## src/rtl/pixel_stream_packer_pkg.sv

```systemverilog
`default_nettype none
// ============================================================================
// Module      : pixel_stream_packer_pkg
// Description : Shared GPMC register map, CTRL bit positions, pixel width,
//               output FSM state type and STATUS level saturation helper.
// Revision    : 1.0 - initial release
// ============================================================================
package pixel_stream_packer_pkg;

  localparam int c_pixel_width = 24;

  // GPMC word addresses decoded by the packer
  localparam logic [15:0] c_addr_pixel  = 16'd1;
  localparam logic [15:0] c_addr_ctrl   = 16'd2;
  localparam logic [15:0] c_addr_status = 16'd3;

  // CTRL register bit positions
  localparam int c_ctrl_flush_bit   = 0;
  localparam int c_ctrl_clr_ovf_bit = 1;

  typedef enum logic [0:0] {
    ST_STREAM = 1'b0,
    ST_BLANK  = 1'b1
  } state_t;

  // STATUS only has room for a 12-bit level; larger values pin at 4095
  function automatic logic [11:0] sat_level(input logic [31:0] lvl);
    return (lvl > 32'd4095) ? 12'hFFF : lvl[11:0];
  endfunction

endpackage
`default_nettype wire

```

## src/rtl/pixel_stream_packer_fifo.sv

```systemverilog
`default_nettype none
// ============================================================================
// Module      : pixel_fifo
// Description : Synchronous pixel FIFO with synchronous flush and async reset.
//               A push into a full FIFO is accepted only when a pop happens in
//               the same cycle; callers only pop when not empty.
// Revision    : 1.0 - initial release
// ============================================================================
module pixel_fifo #(
  parameter int WIDTH = 24,
  parameter int DEPTH = 64
) (
  input  logic                       clk,
  input  logic                       rst,
  input  logic                       flush_i,
  input  logic                       push_i,
  input  logic [WIDTH-1:0]           push_data_i,
  input  logic                       pop_i,
  output logic [WIDTH-1:0]           head_o,
  output logic                       full_o,
  output logic                       empty_o,
  output logic [$clog2(DEPTH):0]     level_o
);

  localparam int c_aw = $clog2(DEPTH);

  logic [WIDTH-1:0] mem_q [DEPTH];
  logic [c_aw-1:0]  wr_ptr_q;
  logic [c_aw-1:0]  rd_ptr_q;
  logic [c_aw:0]    count_q;
  logic             w_wr;
  logic             w_rd;

  assign full_o  = (count_q == (c_aw+1)'(DEPTH));
  assign empty_o = (count_q == '0);
  assign level_o = count_q;
  assign head_o  = mem_q[rd_ptr_q];
  assign w_rd    = pop_i && !empty_o && !flush_i;
  assign w_wr    = push_i && !flush_i && (!full_o || w_rd);

  // Storage array; no reset needed since reads are gated by the count
  always_ff @(posedge clk) begin
    if (w_wr) mem_q[wr_ptr_q] <= push_data_i;
  end

  // Pointer and occupancy tracking; flush empties the FIFO in one cycle
  always_ff @(posedge clk or posedge rst) begin
    if (rst) begin
      wr_ptr_q <= '0;
      rd_ptr_q <= '0;
      count_q  <= '0;
    end else if (flush_i) begin
      wr_ptr_q <= '0;
      rd_ptr_q <= '0;
      count_q  <= '0;
    end else begin
      if (w_wr) wr_ptr_q <= wr_ptr_q + 1'b1;
      if (w_rd) rd_ptr_q <= rd_ptr_q + 1'b1;
      count_q <= count_q + {{c_aw{1'b0}}, w_wr} - {{c_aw{1'b0}}, w_rd};
    end
  end

endmodule
`default_nettype wire

```

## src/rtl/pixel_stream_packer.sv

```systemverilog
`default_nettype none
// ============================================================================
// Module      : pixel_stream_packer
// Description : Packs 16-bit GPMC PIXEL writes into 24-bit GRB pixels, queues
//               them and releases one per pixel_ready, inserting an h_blank
//               gap after every string. Hosts the CTRL/STATUS registers.
// Revision    : 1.0 - initial release
// ============================================================================
module pixel_stream_packer
  import pixel_stream_packer_pkg::*;
#(
  parameter int ADDR_WIDTH        = 16,
  parameter int DATA_WIDTH        = 16,
  parameter int PIXEL_WIDTH       = c_pixel_width,
  parameter int FIFO_DEPTH        = 64,
  parameter int PIXELS_PER_STRING = 150,
  parameter int BLANK_CYCLES      = 8000
) (
  input  logic                   clk,
  input  logic                   rst,
  input  logic                   wr_en_i,
  input  logic                   rd_en_i,
  input  logic [ADDR_WIDTH-1:0]  address_i,
  input  logic [DATA_WIDTH-1:0]  wr_data_i,
  output logic [DATA_WIDTH-1:0]  rd_data_o,
  input  logic                   pixel_ready_i,
  output logic [PIXEL_WIDTH-1:0] pixel_data_o,
  output logic                   pixel_data_valid_o,
  output logic                   h_blank_o,
  output logic                   overflow_o
);

  localparam int c_lvl_w = $clog2(FIFO_DEPTH) + 1;
  localparam int c_cnt_w = $clog2(PIXELS_PER_STRING + 1);
  localparam int c_blk_w = $clog2(BLANK_CYCLES + 1);

  // Register decode
  logic w_pix_wr, w_ctrl_wr, w_flush, w_clr_ovf;
  assign w_pix_wr  = wr_en_i && (address_i == ADDR_WIDTH'(c_addr_pixel));
  assign w_ctrl_wr = wr_en_i && (address_i == ADDR_WIDTH'(c_addr_ctrl));
  assign w_flush   = w_ctrl_wr && wr_data_i[c_ctrl_flush_bit];
  assign w_clr_ovf = w_ctrl_wr && wr_data_i[c_ctrl_clr_ovf_bit];

  // rd_en is not needed: STATUS is a side-effect-free combinational read
  logic w_unused;
  assign w_unused = rd_en_i;

  // Packer state
  logic [1:0]             phase_q, phase_d;
  logic [DATA_WIDTH-1:0]  hold_q, hold_d;
  logic                   w_push;
  logic [PIXEL_WIDTH-1:0] w_push_data;

  // FIFO interface
  logic [PIXEL_WIDTH-1:0] w_head;
  logic                   w_full, w_empty, w_pop, w_drop;
  logic [c_lvl_w-1:0]     w_level;

  // Output FSM state and registered outputs
  state_t                 state_q;
  logic [c_cnt_w-1:0]     cnt_q;
  logic [c_blk_w-1:0]     blank_q;
  logic [PIXEL_WIDTH-1:0] pix_q;
  logic                   valid_q, hblank_q, ovf_q;

  // Three halfwords carry two pixels: ph0 stashes, ph1 and ph2 each emit one
  always_comb begin
    phase_d     = phase_q;
    hold_d      = hold_q;
    w_push      = 1'b0;
    w_push_data = '0;
    if (w_flush) begin
      phase_d = 2'd0;
    end else if (w_pix_wr) begin
      case (phase_q)
        2'd0: begin
          hold_d  = wr_data_i;
          phase_d = 2'd1;
        end
        2'd1: begin
          w_push      = 1'b1;
          w_push_data = {hold_q, wr_data_i[15:8]};
          hold_d[7:0] = wr_data_i[7:0];
          phase_d     = 2'd2;
        end
        default: begin
          w_push      = 1'b1;
          w_push_data = {hold_q[7:0], wr_data_i};
          phase_d     = 2'd0;
        end
      endcase
    end
  end

  // Packer phase and partial-pixel holding register
  always_ff @(posedge clk or posedge rst) begin
    if (rst) begin
      phase_q <= 2'd0;
      hold_q  <= '0;
    end else begin
      phase_q <= phase_d;
      hold_q  <= hold_d;
    end
  end

  assign w_pop  = (state_q == ST_STREAM) && pixel_ready_i && !w_empty && !w_flush;
  assign w_drop = w_push && w_full && !w_pop;

  pixel_fifo #(
    .WIDTH (PIXEL_WIDTH),
    .DEPTH (FIFO_DEPTH)
  ) u_fifo (
    .clk         (clk),
    .rst         (rst),
    .flush_i     (w_flush),
    .push_i      (w_push),
    .push_data_i (w_push_data),
    .pop_i       (w_pop),
    .head_o      (w_head),
    .full_o      (w_full),
    .empty_o     (w_empty),
    .level_o     (w_level)
  );

  // Sticky overflow; a drop wins over a simultaneous clear
  always_ff @(posedge clk or posedge rst) begin
    if (rst)            ovf_q <= 1'b0;
    else if (w_drop)    ovf_q <= 1'b1;
    else if (w_clr_ovf) ovf_q <= 1'b0;
  end

  // Output FSM: stream a string of pixels, then hold h_blank for the gap
  always_ff @(posedge clk or posedge rst) begin
    if (rst) begin
      state_q  <= ST_STREAM;
      cnt_q    <= '0;
      blank_q  <= '0;
      pix_q    <= '0;
      valid_q  <= 1'b0;
      hblank_q <= 1'b0;
    end else begin
      valid_q <= 1'b0;
      if (w_flush) begin
        cnt_q    <= '0;
        blank_q  <= '0;
        state_q  <= ST_BLANK;
        hblank_q <= 1'b1;
      end else begin
        case (state_q)
          ST_STREAM: begin
            if (w_pop) begin
              pix_q   <= w_head;
              valid_q <= 1'b1;
              if (cnt_q == c_cnt_w'(PIXELS_PER_STRING - 1)) begin
                cnt_q    <= '0;
                blank_q  <= '0;
                state_q  <= ST_BLANK;
                hblank_q <= 1'b1;
              end else begin
                cnt_q <= cnt_q + 1'b1;
              end
            end
          end
          ST_BLANK: begin
            if (blank_q == c_blk_w'(BLANK_CYCLES - 1)) begin
              state_q  <= ST_STREAM;
              hblank_q <= 1'b0;
            end else begin
              blank_q <= blank_q + 1'b1;
            end
          end
          default: state_q <= ST_STREAM;
        endcase
      end
    end
  end

  assign pixel_data_o       = pix_q;
  assign pixel_data_valid_o = valid_q;
  assign h_blank_o          = hblank_q;
  assign overflow_o         = ovf_q;

  // STATUS read decode
  always_comb begin
    rd_data_o = '0;
    if (address_i == ADDR_WIDTH'(c_addr_status))
      rd_data_o = DATA_WIDTH'({ovf_q, phase_q, 1'b0, sat_level(32'(w_level))});
  end

endmodule
`default_nettype wire

```

## config.mk

```make
export PLATFORM = sky130hd
export DESIGN_NAME = pixel_stream_packer
export DESIGN_NICKNAME = d
export VERILOG_FILES = /design/src/rtl/pixel_stream_packer_pkg.sv /design/src/rtl/pixel_stream_packer_fifo.sv /design/src/rtl/pixel_stream_packer.sv
export SDC_FILE = /design/constraint.sdc
export NUM_CORES = 2
export LEC_CHECK = 0
export BUFFER_PORTS_ARGS = -buffer_cell sky130_fd_sc_hd__clkbuf_2
export CORE_MARGIN = 8
export CORE_UTILIZATION = 40
export CTS_BUF_LIST = sky130_fd_sc_hd__clkbuf_8
export CTS_CLUSTER_DIAMETER = 150
export DETAILED_ROUTE_END_ITERATION = 16
export RECOVER_POWER = 50
export SLEW_MARGIN = 15
export SYNTH_ARGS = -nofsm -noshare
export SYNTH_HDL_FRONTEND = slang
export SYNTH_HIERARCHICAL = 1
export SYNTH_SLANG_ARGS = --single-unit
```

## constraint.sdc

```tcl
create_clock -name clk -period 10.6 [get_ports clk]
set_input_delay 2.65 -clock clk [delete_from_list [all_inputs] [get_ports clk]]
set_output_delay 2.65 -clock clk [all_outputs]
set_load 0.01 [all_outputs]
```

# ---- After elaboration in Yosys (flattened, before gate mapping)
# Memories as Yosys holds them, arrays and structs flattened. A register that Yosys moved wholly into a read port is not among the register bits.
# Index checks and enable logic that the tools add are counted.
dict set report word_totals {
  ff_bits 62
  mem_bits_rw 1536
  inputBits 37
  output_inout_bits 43
  memories 1
}
dict set report op_classes {
  n_addsub 6
  n_eq_ne 12
  muxes 41
  bitwise 2
  reduce_logical 32
}
# name depth word_bits read_ports rd_ports_with_merged_regs write_ports line_no
set mem_list {}
lappend mem_list {u_fifo.mem_q 64 24 1 1 1 pixel_stream_packer_fifo.sv:27} ;# logic [WIDTH-1:0] mem_q [DEPTH];
# operator n
set ops {}
lappend ops {{$mux 13} 4}
lappend ops {{$mux 24} 2}
lappend ops {{$pmux 24 s2} 1}
lappend ops {{$eq 16x2->1 const B} 2}
lappend ops {{$mux 8} 4}
lappend ops {{$pmux 13 s2} 1}
lappend ops {{$mux 6} 4}
lappend ops {{$mux 1} 18}
lappend ops {{$eq 16x1->1 const B} 1}
lappend ops {{$mux 16} 1}
lappend ops {{$reduce_and 3->1} 5}
lappend ops {{$add 13x1->13 const B} 1}
lappend ops {{$eq 13x13->1 const B} 1}
lappend ops {{$logic_and 1x1->1} 13}
lappend ops {{$add 6x1->6 const B} 2}
lappend ops {{$reduce_bool 2->1} 5}
lappend ops {{$ne 3x1->1 const B} 3}
lappend ops {{$add 8x1->8 const B} 1}
lappend ops {{$eq 8x8->1 const B} 1}
lappend ops {{$add 7x1->7} 1}
lappend ops {{$eq 7x7->1 const B} 1}
lappend ops {{$logic_not 7->1} 1}
lappend ops {{$mux 7} 1}
lappend ops {{$sub 7x1->7} 1}
lappend ops {{other kinds (12)} 18}

# ---- Longest topological paths before layout
dict set report depth {
  word_depth 12
  depth_mapped 19
}

# ---- Modules after synthesis
# Netlist, hierarchy kept.
# module instances cells_each area_per_inst_um2 seq_area_each_um2
set modules_own_cells {}
lappend modules_own_cells {pixel_fifo 1 2889 60366.6 46599.7}
lappend modules_own_cells {pixel_stream_packer 1 371 3698.5 1676.6}

# ---- Worst setup path after synthesis
# OpenSTA, ideal clock, no wires.
dict set report synth_timing {
  kind {in2out}
  from {input address_i[3]}
  to {output rd_data_o[0]}
  arrival_time_ns 3.792
  slack_ns 4.158
  path_stages 4
  path_buffers 1
  cell_sequence {nor4_2 > and4_2 > clkbuf_1 > and3_1}
}
dict set report synth_via {
  elab_chain_len 2
}
# item line_no
set synth_lines {}
lappend synth_lines {{start: declaration} pixel_stream_packer.sv:23} ;# input logic [ADDR_WIDTH-1:0] address_i,
lappend synth_lines {{$eq 16x2->1} pixel_stream_packer.sv:186} ;# if (address_i == ADDR_WIDTH'(c_addr_status))
lappend synth_lines {{$mux 16} pixel_stream_packer.sv:186}
lappend synth_lines {{end: declaration} pixel_stream_packer.sv:25} ;# output logic [DATA_WIDTH-1:0] rd_data_o,
# Every way passes these cells.

# ---- Worst setup path in the final report
dict set report layout_timing {
  from {input address_i[3]}
  to {memory u_fifo.mem_q[49][1] (data pin)}
}
dict set report layout_via {
  elab_chain_len 4
  word_cells_on_any_way 7
  classes_between {2 x eq/ne; 2 x mux; 3 x reduce/logical}
}
# item line_no
set layout_lines {}
lappend layout_lines {{$eq 16x1->1 / $eq 16x2->1 (equally long branches)} {pixel_stream_packer.sv:39, pixel_stream_packer.sv:40}}
lappend layout_lines {{$logic_and 1x1->1 (on tied branches)} {pixel_stream_packer.sv:39, pixel_stream_packer.sv:40}}
lappend layout_lines {{$mux 24 / $logic_and 1x1->1 (equally long branches)} {pixel_stream_packer.sv:74, pixel_stream_packer.sv:41}}
lappend layout_lines {{$mux 24 *} pixel_stream_packer.sv:72} ;# if (w_flush) begin
lappend layout_lines {{net w_push_data[1]} pixel_stream_packer.sv:52} ;# logic [PIXEL_WIDTH-1:0] w_push_data;
lappend layout_lines {{end: declaration} pixel_stream_packer_fifo.sv:27}
# The timed path passes the listed nets; every way through them passes the cells marked *.

==> qor.yml <==
yosys:
  netlist_instances: 3260
  ys_seq_area_frac: 0.754
  synth.distinct_cells: 78
  synth-seq-cells: 1622
  async_reset_ff_frac: 0.0530
  syn_avg_cell_area_um2: 19.7
  synth.cell_area_um2: 64100
  ys_warn_count: 6
  synth_enable_flop_cells: 1536
  ys.flop_type: "edfxtp_1"
critical_path:
  r2r_slack_ps: 4150
  cp.required_ps: 10770
  crit_path_start_kind: "input pin"
  reg2reg_to: "u_fifo/mem_q[58][8]"
  r2r_start: "u_fifo/level_o[2]"
  r2r.worst_path.cells: 13
  critPathMaxFanout: 64
  cp-startpoint: "address_i[3]"
  cp-endpoint: "u_fifo/mem_q[49][1]"
  path_class: "input pin to register"
  arrival_ps: 8300
  crit_path_end_kind: "register"
clock_network:
  cts_root_buf: "clkbuf_8"
  clkTransAtPathRegs_ps: 60
  clk_latency_ps: 970
  cts_htree_levels: 5
  holdBufCountCts: 0
  cts_tree: "yes"
  cts-resized-gates: 0
  clockBufferDepth: 4
  post_cts_buffers: 0
  cts_sinks: 1622
  cts_buffers: 274
job:
  maxCapViolations: 29
pwr:
  cellPowerDensity_nw_per_um2: 222
  pwr-share-clk: 0.314
  swShare: 0.310
  peakVddDrop_uv: 228
  internal_power_mw: 11.0
  power_frac_comb: 0.234
  switching_power_mw: 4.93
  power.leakage_nw: 27.0
  seq_power_share: 0.453
timing:
  timing.slew.headroom: -1.54
  setup_tns_ps: 0
  skew_ps: 50.5
  max_freq_mhz: 123
  drv_slew: 1628
  fin_crit_sh: 0.767
  finalHoldViolCount: 0
  fin_crit_ps: 8130
  setup_viol: 0
  rsz0062_at_grt: "no"
  max_slew.worst_pin.slew_ps: 3810
drt:
  drtAntennaViolNets: 0
  firstDrtPassIters: 5
  avgViaCountPerCell: 5.67
  drcViolationCount: 0
  dr_total_vias: 32900
  drt_first_iter_violations: 3227
  wirelength_um: 164000
  wl_per_cell_um: 28.3
outcome:
  outcome: "complete, but fails checks"
  violations: "max-capacitance violations, max-slew violations"
floorplanning:
  initial_utilization: 0.401
  rows: 147
  core-area_um2: 160000
  die_area_um2: 173000
  ios: 80
  die_h_um: 416
  die_x_um: 416
global_route:
  antenna_found_initial: 6
  grt_overflow: 0
  grt_first_pass_wirelength_um: 235000
  grtUsageTotal: 0.185
  grt_max_degree: 131
  grt_pass1_vias: 32900
final_layout:
  seqCellArea_um2: 48300
  multi_input_area_um2: 15000
  stdcell_count: 5809
  fill_cells: 13600
  drive_gt1_frac: 0.248
  utilization: 0.450
  fin_nets: 3590
  areaGrowthSynthToFinish_pct: 12.3
min_path:
  hp-start: "hold_q[12]"
  hold_path_class: "register to register"
  min_path_cells: 1
placed_design:
  placedCellCount: 5349
  dp_hpwl_um: 92300
  place.port_buffers: 72
  routabilityCongestion: 0.825
-- sequential cells by signal, indices dropped and copies added, names as in the netlist, 2 cells and up --
register / cells
blank_q: 13
cnt_q: 8
hold_q: 16
phase_q: 2
pixel_data_o: 24
u_fifo/level_o: 7
u_fifo/mem_q: 1536
u_fifo/rd_ptr_q: 6
u_fifo/wr_ptr_q: 6
-- cell usage in the layout, fill, tap and decap left out, types with 42 or more instances in the layout --
master,count
a21oi_1,66
a221oi_1,46
and3_1,42
buf_4,100
clkbuf_1,59
clkbuf_8,284
clkinv_1,62
dfrtp_1,81
edfxtp_1,1536
inv_1,91
mux2_2,76
mux2i_1,274
mux4_2,253
nand2_1,47
nor2_1,78
nor2_2,62
o22ai_1,77
-- synthesized netlist by cell type (12+ instances only) --
cell	number	area, µm²
mux2_2	77	867
inv_1	13	48.8
nand2b_1	13	81.3
ha_1	13	163
mux2i_1	274	2740
buf_6	23	259
nor2_1	163	612
a22oi_1	16	120
a211o_1	37	324
o21ai_1	34	170
dfrtp_1	86	2150
mux4_2	253	5700
a2111oi_0	24	210
a22o_1	21	184
buf_2	49	245
nand2_1	47	176
o22ai_1	77	482
and3_1	42	263
a21oi_1	66	330
buf_1	12	45.0
a211oi_1	18	135
nand3_1	12	60.1
clkbuf_1	86	323
buf_4	25	188
o221ai_1	20	175
a221oi_1	46	403
edfxtp_1	1536	46100
o21ai_0	20	100
-- cell families after synthesis --
logic type	after synthesis	synth area share
fa+ha+maj	14	0.00285
mux	605	0.145
xor+xnor	17	0.00232
flops	1622	0.754
other cells	1	0.0000585
simple gates	357	0.0281
buf+inv	219	0.0197
compound gates	425	0.0480
-- routing by layer --
metal	vias up	track usage	wire length, µm
li1	14000	-	-
met4	0	0.0580	4580
met1	17400	0.254	68500
met3	248	0.0393	12300
met2	1237	0.296	78900
met5	-	0	0
-- power groups by stage --
stage	clock network (mW)	registers [mW]	logic, mW
final	5.00	7.21	3.72
after global routing	5.39	7.23	3.90
after CTS	5.11	7.22	3.79
after detailed placement	0	7.35	3.78
after global placement	0	7.35	3.77
after floorplan	0	7.20	2.56
-- how the worst min path moves through the flow --
stage / to / slack [ps]
2_1_floorplan: hold_q[10] / 470
3_3_place_gp: hold_q[13] / 480
3_5_place_dp: hold_q[14] / 490
4_1_cts: hold_q[14] / 500
5_1_grt: hold_q[12] / 510
6_report: hold_q[12] / 480
-- layout make-up --
type | instances | share of cell area
clock inverters | 174 | 0.0120
well taps | 2086 | 0.0363
diodes | 2 | 0.0000696
repair buffers | 203 | 0.0172
multi-input cells | 1424 | 0.208
clock buffers | 284 | 0.0543
inverters | 14 | 0.000748
flip-flops and latches | 1622 | 0.671
-- worst max-delay path, stage by stage --
cell and delay (ps):
clkbuf_2 80, nor4_1 660, nand4_1 230, or3_2 490, clkbuf_1 1060, nor2_4 350, clkbuf_1 2690
-- per-stage QoR --
stage	instance area, µm²	total power, mW	setup WS [ps]	hold WS [ps]
floorplan	64100	9.76	4160	472
global placement	67300	11.1	3620	481
detailed placement	67300	11.1	3610	488
CTS	72100	16.1	3990	502
global route	71900	16.5	2240	513
finish	71900	15.9	2470	481
(Power assumes the default switching activity.)
